--- src/rtl/iq_mag_synth_if.sv ---
// Sample bus for the IQ magnitude synthesiser.
// master drives samples and clear; slave returns results and counter.
interface iq_mag_synth_if #(
    parameter int DW    = 12,
    parameter int CNT_W = 16
);
    logic             valid_i;
    logic [1:0]       mode_i;
    logic [DW-1:0]    i_data_i;
    logic [DW-1:0]    q_data_i;
    logic             clr_i;
    logic             valid_o;
    logic [DW-1:0]    i_data_o;
    logic [DW-1:0]    q_data_o;
    logic             sat_o;
    logic [CNT_W-1:0] sat_cnt_o;

    modport master (
        output valid_i, mode_i, i_data_i, q_data_i, clr_i,
        input  valid_o, i_data_o, q_data_o, sat_o, sat_cnt_o
    );

    modport slave (
        input  valid_i, mode_i, i_data_i, q_data_i, clr_i,
        output valid_o, i_data_o, q_data_o, sat_o, sat_cnt_o
    );
endinterface

--- src/rtl/iq_mag_synth.sv ---
// IQ magnitude synthesiser: pipelined floor(sqrt(I^2+Q^2)),
// gain with saturation, per-sample sign/mode mux, saturation counter.
module iq_mag_synth #(
    parameter int DW      = 12,
    parameter int GAIN_SH = 4,
    parameter int CNT_W   = 16
) (
    input logic         clk_i,
    input logic         rst_n,
    iq_mag_synth_if.slave bus
);
    localparam int MW = DW + GAIN_SH;
    localparam logic [DW-1:0] MAXV = {1'b0, {(DW-1){1'b1}}};

    typedef struct packed {
        logic          v;
        logic [1:0]    mode;
        logic [DW-1:0] i;
        logic [DW-1:0] q;
    } sb_t;

    logic [2*DW-2:0] ie, qe;
    logic [2*DW-2:0] sq_i, sq_q;
    sb_t             sb1;

    assign ie = {{(DW-1){bus.i_data_i[DW-1]}}, bus.i_data_i};
    assign qe = {{(DW-1){bus.q_data_i[DW-1]}}, bus.q_data_i};

    always_ff @(posedge clk_i or negedge rst_n) begin
        if (!rst_n) begin
            sq_i <= '0;
            sq_q <= '0;
            sb1  <= '0;
        end else begin
            sq_i <= ie * ie;
            sq_q <= qe * qe;
            sb1  <= '{bus.valid_i, bus.mode_i, bus.i_data_i, bus.q_data_i};
        end
    end

    // Block k holds the state entering root step k; the radicand narrows by two bits per step.
    for (genvar k = 0; k < DW; k++) begin : g_sq
        localparam int NB = 2 * (DW - k);
        logic [NB-1:0] rad_q;
        logic [DW:0]   rem_q;
        logic [DW-1:0] root_q;
        sb_t           sb_q;
        logic [DW+2:0] acc;
        logic [DW+2:0] trial;
        logic          ge;

        assign acc   = {rem_q, rad_q[NB-1 -: 2]};
        assign trial = {1'b0, root_q, 2'b01};
        assign ge    = acc >= trial;

        if (k == 0) begin : g_ld
            always_ff @(posedge clk_i or negedge rst_n) begin
                if (!rst_n) begin
                    rad_q  <= '0;
                    rem_q  <= '0;
                    root_q <= '0;
                    sb_q   <= '0;
                end else begin
                    rad_q  <= {1'b0, sq_i} + {1'b0, sq_q};
                    rem_q  <= '0;
                    root_q <= '0;
                    sb_q   <= sb1;
                end
            end
        end else begin : g_ld
            always_ff @(posedge clk_i or negedge rst_n) begin
                if (!rst_n) begin
                    rad_q  <= '0;
                    rem_q  <= '0;
                    root_q <= '0;
                    sb_q   <= '0;
                end else begin
                    rad_q  <= g_sq[k-1].rad_q[NB-1:0];
                    rem_q  <= g_sq[k-1].ge
                            ? g_sq[k-1].acc[DW:0] - g_sq[k-1].trial[DW:0]
                            : g_sq[k-1].acc[DW:0];
                    root_q <= (g_sq[k-1].root_q << 1) | DW'(g_sq[k-1].ge);
                    sb_q   <= g_sq[k-1].sb_q;
                end
            end
        end
    end

    logic [DW-1:0] root_f;
    sb_t           sb_f;

    always_ff @(posedge clk_i or negedge rst_n) begin
        if (!rst_n) begin
            root_f <= '0;
            sb_f   <= '0;
        end else begin
            root_f <= (g_sq[DW-1].root_q << 1) | DW'(g_sq[DW-1].ge);
            sb_f   <= g_sq[DW-1].sb_q;
        end
    end

    logic [MW-1:0] m_w;
    logic          sat_c;
    logic [DW-1:0] mag, neg;
    logic [DW-1:0] i_n, q_n;
    logic          sat_n;

    assign m_w   = MW'(root_f) << GAIN_SH;
    assign sat_c = m_w > MW'(MAXV);
    assign mag   = sat_c ? MAXV : m_w[DW-1:0];
    assign neg   = -mag;

    always_comb begin
        i_n   = mag;
        q_n   = mag;
        sat_n = sat_c;
        unique case (sb_f.mode)
            2'd0: begin
                i_n = sb_f.i[DW-1] ? neg : mag;
                q_n = sb_f.q[DW-1] ? neg : mag;
            end
            2'd1: begin
                i_n = sb_f.q[DW-1] ? neg : mag;
                q_n = sb_f.q[DW-1] ? neg : mag;
            end
            2'd2: begin
                i_n = mag;
                q_n = mag;
            end
            2'd3: begin
                i_n   = sb_f.i;
                q_n   = sb_f.q;
                sat_n = 1'b0;
            end
        endcase
    end

    logic             valid_q, sat_q;
    logic [DW-1:0]    i_q, q_q;
    logic [CNT_W-1:0] cnt_q;

    always_ff @(posedge clk_i or negedge rst_n) begin
        if (!rst_n) begin
            valid_q <= 1'b0;
            sat_q   <= 1'b0;
            i_q     <= '0;
            q_q     <= '0;
        end else begin
            valid_q <= sb_f.v;
            sat_q   <= sb_f.v & sat_n;
            if (sb_f.v) begin
                i_q <= i_n;
                q_q <= q_n;
            end
        end
    end

    // Clear wins over a same-cycle increment; count sticks at all-ones.
    always_ff @(posedge clk_i or negedge rst_n) begin
        if (!rst_n) begin
            cnt_q <= '0;
        end else if (bus.clr_i) begin
            cnt_q <= '0;
        end else if (sat_q && cnt_q != '1) begin
            cnt_q <= cnt_q + 1'b1;
        end
    end

    assign bus.valid_o   = valid_q;
    assign bus.sat_o     = sat_q;
    assign bus.i_data_o  = i_q;
    assign bus.q_data_o  = q_q;
    assign bus.sat_cnt_o = cnt_q;
endmodule

--- src/flat_wrapper.sv ---
// flat-port wrapper written by rule: the top's interface ports become plain ports
module iq_mag_synth_flat 
#(
    parameter int DW      = 12,
    parameter int GAIN_SH = 4,
    parameter int CNT_W   = 16
)
  (clk_i, rst_n, bus_valid_i, bus_mode_i, bus_i_data_i, bus_q_data_i, bus_clr_i, bus_valid_o, bus_i_data_o, bus_q_data_o, bus_sat_o, bus_sat_cnt_o);
  iq_mag_synth_if #(.DW(DW), .CNT_W(CNT_W)) bus_i ();
  input logic clk_i;
  input logic rst_n;
  input wire logic [$bits(bus_i.valid_i)-1:0] bus_valid_i;
  input wire logic [$bits(bus_i.mode_i)-1:0] bus_mode_i;
  input wire logic [$bits(bus_i.i_data_i)-1:0] bus_i_data_i;
  input wire logic [$bits(bus_i.q_data_i)-1:0] bus_q_data_i;
  input wire logic [$bits(bus_i.clr_i)-1:0] bus_clr_i;
  output wire logic [$bits(bus_i.valid_o)-1:0] bus_valid_o;
  output wire logic [$bits(bus_i.i_data_o)-1:0] bus_i_data_o;
  output wire logic [$bits(bus_i.q_data_o)-1:0] bus_q_data_o;
  output wire logic [$bits(bus_i.sat_o)-1:0] bus_sat_o;
  output wire logic [$bits(bus_i.sat_cnt_o)-1:0] bus_sat_cnt_o;
  assign bus_i.valid_i = bus_valid_i;
  assign bus_i.mode_i = bus_mode_i;
  assign bus_i.i_data_i = bus_i_data_i;
  assign bus_i.q_data_i = bus_q_data_i;
  assign bus_i.clr_i = bus_clr_i;
  assign bus_valid_o = bus_i.valid_o;
  assign bus_i_data_o = bus_i.i_data_o;
  assign bus_q_data_o = bus_i.q_data_o;
  assign bus_sat_o = bus_i.sat_o;
  assign bus_sat_cnt_o = bus_i.sat_cnt_o;
  iq_mag_synth #(.DW(DW), .GAIN_SH(GAIN_SH), .CNT_W(CNT_W)) u_core (.clk_i(clk_i), .rst_n(rst_n), .bus(bus_i));
endmodule
--- config.mk ---
export PLATFORM = sky130hd
export DESIGN_NAME = iq_mag_synth_flat
export DESIGN_NICKNAME = d
export VERILOG_FILES = /design/src/rtl/iq_mag_synth_if.sv /design/src/rtl/iq_mag_synth.sv /design/src/flat_wrapper.sv
export SDC_FILE = /design/constraint.sdc
export NUM_CORES = 1
export LEC_CHECK = 0
export CAP_MARGIN = 20
export CORE_ASPECT_RATIO = 2
export CORE_UTILIZATION = 40
export CTS_CLUSTER_DIAMETER = 120
export DETAILED_ROUTE_END_ITERATION = 6
export PLACE_DENSITY = 0.62
export SLEW_MARGIN = 30
export SYNTH_ARGS = -nofsm -noshare
export SYNTH_HDL_FRONTEND = slang
export SYNTH_SLANG_ARGS = --single-unit
--- constraint.sdc ---
create_clock -name clk_i -period 3.2 [get_ports clk_i]
set_input_delay 0.48 -clock clk_i [delete_from_list [all_inputs] [get_ports clk_i]]
set_output_delay 0.48 -clock clk_i [all_outputs]
set_load 0.01 [all_outputs]
After elaboration in Yosys (flattened, before gate mapping):

Index checks and enable logic that the tools add are counted.

* register bits: 898
* bits of input ports: 30
* logic and storage cells: 166

* $add $sub $neg: 14
* multipliers: 2
* $lt $le $gt $ge: 13
* equal/unequal tests: 4
* muxes and demuxes: 19
* bitwise gates (word level): 12
* reduce and logical (&&, ||, !) cells: 4

Operators with widths (number)
* $ge 15x14->1: 10
* $mux 13: 11
* $or 12x1->12: 10
* $sub 13x13->13: 9
* $pmux 12 s4: 1
* $mul 12x12->23: 2
* $mux 12: 3
* $pmux 12 s3: 1
* $mux 16: 2
* $add 23x23->24: 1
* $add 16x1->16 const B: 1
* $gt 16x11->1 const B: 1
* $ne 16x16->1 const B: 1
* $ge 15x3->1: 1
* $sub 13x3->13: 1
* $neg 12->12: 1
* $eq 2x2->1 const B: 2
* $sub 2x1->3 const B: 1
* $eq 2x1->1 const B: 1
* $ge 2x1->1 const B: 1
* $logic_not 2->1: 1
* $or 2x1->2: 1
* $reduce_bool 2->1: 1
* $reduce_or 2->1: 1
* other kinds (3): 3

Longest topological paths before layout:

Gate-level depths: netlist of run 1.

* depth in word-level cells: 5
* mapped depth: 22
* depth with buffers taken out: 21

Least setup slack after synthesis of run 1:

Ideal clock, no wire load.

* kind: input to register
* start point: input bus_q_data_i[8]
* end point: register u_core.sq_q[22]
* arrival time: 5.611 ns
* required time: 3.064 ns
* setup slack: -2.547 ns
* cell stages on the path: 20
* buffers on the path: 1
* cell sequence: clkbuf_1 inv_1 nor2_1 inv_1 fa_1 inv_1 fa_1 fa_1 fa_1 inv_1 fa_1 inv_1 ha_1 and3_1 and3_1 a21boi_1 o211ai_1 or4_1 a2111oi_0 nor3b_1

* word-level cells in the longest chain between the ends: 1

Ends and longest elaborated chain
* start, declared: line flat_wrapper.sv:15 `input wire logic [$bits(bus_i.q_data_i)-1:0] bus_q_data_i;`
* $mul 12x12->23: line iq_mag_synth.sv:36 `sq_q <= qe * qe;`
* end signal, assigned: line iq_mag_synth.sv:36
* end, declared: line iq_mag_synth.sv:23 `logic [2*DW-2:0] sq_i, sq_q;`

Every way passes these cells.
A chain may end at the register's enable or synchronous reset.

Worst setup path after layout of run 1:

* start point: input bus_q_data_i[5]
* end point: register u_core.sq_q[22]

The elaborated chain is that of the path after synthesis.

==> flow_summary.ini, run 1 <==
[floorplanning]
num_rows = 159
dieArea_um2 = 95700
die_height_um = 437
fp.dieW_um = 219
io_pins = 72
coreArea_um2 = 93700
initial_core_util_pct = 40.3

[outcome]
violations = negative setup slack
outcome = finished with violations

[clock_network]
cts_root_buf = clkbuf_16
cts_sinks = 826
htreeDepth = 3
cts_tree = yes
worstSkewPairLatency_ns = 0.64
numCtsBuffers = 73
clockBufferDepth = 3
clkTransAtPathRegs_ns = 0.06

[final_layout]
fin_nets = 4053
area_delta_synth_final_pct = 25.8
final_util_pct = 50.7
n_fill_cell = 8100
drive_above_1_share_pct = 25.4

[yosys]
syn-cell-area_um2 = 37800
ys_seq_elements = 826
synth_edf_count = 0
synthCells = 3087
synth_sequential_area_ratio_pct = 54.7
yosysWarnings = 0
synth.avg_cell_area_um2 = 12.2
ys_types = 78
syn-num-nets = 3574
synth_area_leaders = dfrtp_1 (55%), fa_1 (12%), ha_1 (7.4%)
synth_ff_type = dfrtp_1
synth_top_area_share_pct = 54.7
synth_top_cell_by_area = dfrtp_1
synth-async-reset-ratio_pct = 100

[power_and_ir_drop]
power.leakage_nw = 22.5
pwr_density_cell_nw_per_um2 = 1110
ir_drop_mv = 1.31

[grt]
grt-ovfl-total = 0
antenna_found_initial = 2
grt_pass1_vias = 25600
grt_max_degree = 98
grt_pass1_wl_mm = 124
grt_use_total_pct = 16.6

[timing]
max_slew_margin_pct = 48.1
worst_pin_slew_ns = 0.776
min_period_ns = 4.84
setup_ws_ns = -1.64
hold_viol = 0
fin_worst_skew_ns = 0.0128
rsz0062_at_grt = yes
setup-violations-final = 34
whs_ns = 0.146
slew_violations = 0
fmaxAchievable_mhz = 207
fin_crit_sh_pct = 151

[drt]
vias = 23000
drt_iter0_markers = 717
drc = 0
wl_mm = 76.1
drtPass1Iterations = 4
drt-vias-per-instance = 4.76
drt.antenna.violating_nets = 0
wl_per_cell_um = 15.7

[job]
cap_violations = 0

[min_path]
hold_depth = 2
min_path_type = in2reg

[worst_setup_path]
r2r_cells = 9
crit_type = in2reg
critPathLaunchType = input port
end_kind = flop
critPathMaxFanout = 7
arrival_ns = 5.34
crit_required_ns = 3.70

[placement]
gp_congestion = 0.934
dpl.hpwl_mm = 57.9
port_buffers = 71
## routing by layer
layer	track usage (%)	wire, um	vias to the layer above
met4	10.6	4920	0
met3	2.20	1640	197
met1	13.7	22500	11600
met2	34.8	47000	323
met5	0	0	-
li1	-	-	10900
## sequential cells by signal, summed over array words and instances (netlist names)
name	flops
u_core.sb_f	27
u_core.g_sq.sb_q	324
u_core.bus.q_data_o	12
u_core.bus.valid_o	1
u_core.sq_q	22
u_core.g_sq.rem_q	130
u_core.bus.i_data_o	12
u_core.g_sq.root_q	66
u_core.root_f	12
u_core.sb1	25
u_core.sq_i	22
u_core.bus.sat_o	1
u_core.g_sq.rad_q	156
u_core.bus.sat_cnt_o	16
## cell usage after synthesis, drive strengths merged, types with 26 or more instances
library cell  instances
a21oi               113
and2                 53
clkbuf               49
dfrtp               826
fa                  235
ha                  222
inv                 497
mux2                 26
nand2               183
nand2b               26
nand3                30
nor2                173
nor2b                27
nor3                 56
o21a                 42
o21ai                86
xnor2                87
xor2                 56
## power breakdown
part | internal (W) | switching, W
Clock | 0.00517 | 0.00388
Sequential | 0.0131 | 0.00121
Combinational | 0.0151 | 0.0143
## area by class of cell
class	instances	area (um2)	share of cell area (%)
well taps	1207	1510	3.18
clock buffers	95	2040	4.29
clock inverters	37	498	1.05
diodes	3	7.51	0.0158
multi-input cells	1700	16600	34.9
inverters	498	1920	4.05
flip-flops and latches	826	20700	43.5
repair buffers	467	4270	8.99
## what timing repair did
action	in CTS	in global routing
pin swaps	166	139
cloned	2	0
resized for setup	327	163
endpoints found under the setup margin	36	34
hold buffers	1	0
endpoints found under the hold margin	54	0
setup buffers	82	52
## cell usage in the layout (no fill, tap or decap), drive strengths merged, types with 27 or more instances in the layout
master and n:
a21oi 113, and2 53, buf 419, clkbuf 96, clkdlybuf4s50 46, dfrtp 826
fa 235, ha 222, inv 505, nand2 183, nand3 30, nor2 173
nor2b 27, nor3 56, o21a 42, o21ai 86, xnor2 87, xor2 56
## per-stage QoR
| step | total power, W | cells | TNS (ns) | worst slack, ns | cell area (um2) |
|---|---|---|---|---|---|
| 6_report | 0.0527 | 4833 | -33.17 | -1.64 | 47500 |
| 5_1_grt | 0.0569 | 4833 | -36.64 | -1.75 | 47500 |
| 4_1_cts | 0.0515 | 4799 | -32.95 | -1.62 | 46700 |
| 3_5_place_dp | 0.0393 | 4593 | -76.81 | -2.95 | 42800 |
| 3_3_place_gp | 0.0388 | 4593 | -74.88 | -2.89 | 42800 |
| 2_1_floorplan | 0.0308 | 3087 | -39.18 | -2.05 | 38800 |
## kinds of logic (layout without fill, tap and decap cells)
| kind of cell | Yosys count | in the layout | synth area share, % |
|---|---|---|---|
| adders and majority gates | 457 | 457 | 19.8 |
| buffers and inverters | 561 | 1097 | 5.63 |
| DFF | 826 | 826 | 54.7 |
| other | 1 | 4 | 0.00993 |
| xor gates and xnor gates | 143 | 143 | 3.32 |
| and+or+nand+nor | 668 | 668 | 8.70 |
| AOI/OAI and AO/OA | 395 | 395 | 6.77 |
| muxes | 36 | 36 | 1.04 |
## final timing paths
check	from	slack, ns	endpoint
setup / recovery	bus_q_data_i[5]	-1.64	u_core.sq_q[22]
hold / removal	bus_q_data_i[4]	0.15	u_core.sb1[4]
setup reg to reg	u_core.g_sq[8].rem_q[0]	0.25	u_core.g_sq[9].rem_q[5]
hold reg to reg	u_core.g_sq[3].sb_q[26]	0.34	u_core.g_sq[4].sb_q[26]
max in group asynchronous	rst_n	1.77	u_core.sb1[8]
min in group asynchronous	rst_n	0.44	u_core.g_sq[10].rad_q[1]
## worst max-delay path: stages
cell       delay, ns
buf_8           0.10
buf_8           0.13
buf_4           0.13
buf_6           0.10
and2_4          0.15
fa_1            0.53
fa_1            0.46
fa_1            0.54
fa_1            0.57
inv_2           0.04
fa_1            0.54
inv_2           0.05
ha_4            0.22
a21oi_2         0.11
nor2b_1         0.05
o21ai_1         0.12
o211ai_1        0.16
or4_4           0.47
a2111oi_4       0.32
nor3b_2         0.07
Power figures use the tool's default switching activity.
==> inputs of run 2 (changes only) <==
--- a/config.mk
+++ b/config.mk
@@ -7,10 +7,10 @@
 export LEC_CHECK = 0
 export CAP_MARGIN = 20
 export CORE_ASPECT_RATIO = 2
-export CORE_UTILIZATION = 40
+export CORE_UTILIZATION = 55
 export CTS_CLUSTER_DIAMETER = 120
 export DETAILED_ROUTE_END_ITERATION = 6
-export PLACE_DENSITY = 0.62
+export PLACE_DENSITY = 0.79
 export SLEW_MARGIN = 30
 export SYNTH_ARGS = -nofsm -noshare
 export SYNTH_HDL_FRONTEND = slang
==> run 2 against run 1 <==
Against the previous run:
- the run still ends with negative setup slack left
- hold slack worse by 0.10 ns
- global-route usage is 7.5 points higher
- clock skew is 0.024 ns higher
- utilization is 18 points higher
- register-to-register slack hardly changed
- sequential share of layout area is 0.94 points higher
- final cell count is 7.6% lower
- via count is 3.3% higher
- sequential power hardly changed
- maximum frequency is 1.0% lower
- largest cell class unchanged
- highest routed layer unchanged
==> flow_summary.ini, run 2 (synthesis results as in run 1) <==
[floorplanning]
coreArea_um2 = 67900
dieArea_um2 = 69800
num_rows = 135
die_height_um = 373
io_pins = 72
initial_core_util_pct = 55.6
fp.dieW_um = 187

[final_layout]
area_delta_synth_final_pct = 23.1
stdcell_count = 4468
top_regs = u_core.g_sq.sb_q x324, u_core.g_sq.rad_q x156, u_core.g_sq.rem_q x130
final_common_cell = dfrtp_1
largest_reg_flops = 324
fin_nets = 4012
final_cell_mix = dfrtp_1 (826), inv_1 (402), buf_4 (275), fa_1 (204), ha_1 (174)
final_util_pct = 68.5
drive_above_1_share_pct = 24.6
largest_register = u_core.g_sq.sb_q

[drt]
drt_iter0_markers = 1002
vias = 23800
wl_per_cell_um = 18.4
drtPass1Iterations = 5
drt-vias-per-instance = 5.32
wl_mm = 82.2
drt.antenna.violating_nets = 0
drc = 0

[clock_network]
cts_root_buf = clkbuf_16
numCtsBuffers = 69
cts_sinks = 826
clkTransAtPathRegs_ns = 0.06
worstSkewPairLatency_ns = 0.62
htreeDepth = 3
cts_tree = yes
clockBufferDepth = 3

[worst_setup_path]
crit_end = u_core.sq_q[22]
r2r-end = u_core.g_sq[9].rem_q[6]
r2r_slack_ns = 0.25
crit_type = in2reg
critPathLaunchType = input port
crit_required_ns = 3.67
crit_start = bus_q_data_i[11]
worstReg2RegStart = u_core.g_sq[8].rem_q[0]
critPathMaxFanout = 4
arrival_ns = 5.36
r2r_cells = 9
end_kind = flop

[timing]
hold_viol = 0
setup-violations-final = 34
fmaxAchievable_mhz = 205
min_period_ns = 4.89
max_slew_margin_pct = 44.7
rsz0062_at_grt = yes
worst_pin_slew_ns = 0.830
fin_worst_skew_ns = 0.0370
fin_crit_sh_pct = 153
tns_ns = -33.44
setup_ws_ns = -1.69
slew_violations = 0

[job]
cap_violations = 0

[grt]
grt_use_total_pct = 24.2
grt_pass1_vias = 26800
antenna_found_initial = 1
grt-ovfl-total = 0
grt_pass1_wl_mm = 131
grt_max_degree = 99

[power_and_ir_drop]
p_sw_w = 0.0195
seq_power_share_pct = 28.0
power.leakage_nw = 22.1
p_sw_share_pct = 37.8
ir_drop_mv = 1.78
pwr_density_cell_nw_per_um2 = 1110
p_comb_share_pct = 55.8
clkPwrFrac_pct = 16.2
p_int_w = 0.0321

[outcome]
outcome = finished with violations
violations = negative setup slack

[placement]
dpl.hpwl_mm = 58.1
port_buffers = 71
gp_congestion = 0.976
dp.cells = 4267
dp_worst_setup_slack_ns = -2.93

[min_path]
min_path_type = in2reg
-- run 2: cell count changes in the layout (fill, tap and decap cells not counted), moves of 4 or more --
cell and change:
nand2_2 +7, clkinvlp_4 -6, inv_4 +4, clkinv_8 +4
buf_6 -6, clkbuf_16 -4, nand2_4 -4, nor2_2 +4
inv_1 -4, buf_4 -28, nor2_4 -4, nand2_1 -4
-- run 2: through the flow --
stage                     power [W]  hold WS (ns)  area, um2
after floorplan              0.0308         0.184      38800
after global placement       0.0381         0.331      42300
after detailed placement     0.0391         0.335      42300
after CTS                    0.0498        0.0402      45800
after global routing         0.0553        0.0162      46500
final                        0.0516        0.0427      46500
-- run 2: worst min path at each step --
stage                     cells after the start                       to  slack [ns]                     from
after detailed placement                      0  u_core.g_sq[0].sb_q[23]        0.33           u_core.sb1[23]
after global routing                          1            u_core.sb1[6]        0.02          bus_q_data_i[6]
after global placement                        0  u_core.g_sq[1].sb_q[26]        0.33  u_core.g_sq[0].sb_q[26]
after CTS                                     1            u_core.sb1[6]        0.04          bus_q_data_i[6]
final                                         1            u_core.sb1[6]        0.04          bus_q_data_i[6]
after floorplan                               0   u_core.bus.i_data_o[0]        0.18                    rst_n
-- run 2: area by class of cell --
| class | count | area [um2] |
|---|---|---|
| well taps | 890 | 1110 |
| fillers | 4514 | 21400 |
| inverters | 498 | 1970 |
| clock buffers | 95 | 1960 |
| clock inverters | 28 | 305 |
| flip-flops and latches | 826 | 20700 |
| multi-input cells | 1700 | 16500 |
| diodes | 1 | 2.50 |
| repair buffers | 430 | 3940 |
-- run 2: layer usage --
layer  up-vias  routed length, um  share of wire (%)  global-route usage, %
met5         -                  0                  0                      0
met4         0               6850                8.3                   18.0
met3       332               2010                2.4                   2.60
met2       579              49200                 60                   49.1
met1     12100              24100                 29                   20.7
li1      10800                  -                  -                      -
-- run 2: critical path: stages --
cell and delay (ns):
buf_6 0.10, buf_6 0.13, buf_12 0.12, nor2b_4 0.11, xnor2_1 0.16, ha_2 0.32
fa_2 0.62, fa_2 0.45, fa_1 0.52, inv_2 0.04, fa_1 0.54, inv_2 0.05
ha_4 0.20, and3_4 0.16, and3_4 0.15, a21boi_4 0.17, o211ai_1 0.15, or4_4 0.48
a2111oi_4 0.30, nor3b_1 0.08
-- run 2: power by group through the flow --
stage	clock, W	combinational [W]	sequential [W]
final	0.00834	0.0288	0.0145
after floorplan	0	0.0168	0.0140
after detailed placement	0	0.0245	0.0146
after CTS	0.00856	0.0268	0.0145
after global placement	0	0.0237	0.0144
after global routing	0.00894	0.0317	0.0147
-- run 2: timing repair --
item | in CTS | in global routing
pin swaps | 170 | 124
buffers inserted | 61 | 33
gates cloned | 4 | 0
hold endpoints to repair | 63 | 0
gates resized for setup | 324 | 178
setup endpoints to repair | 36 | 34
hold buffers | 1 | 0
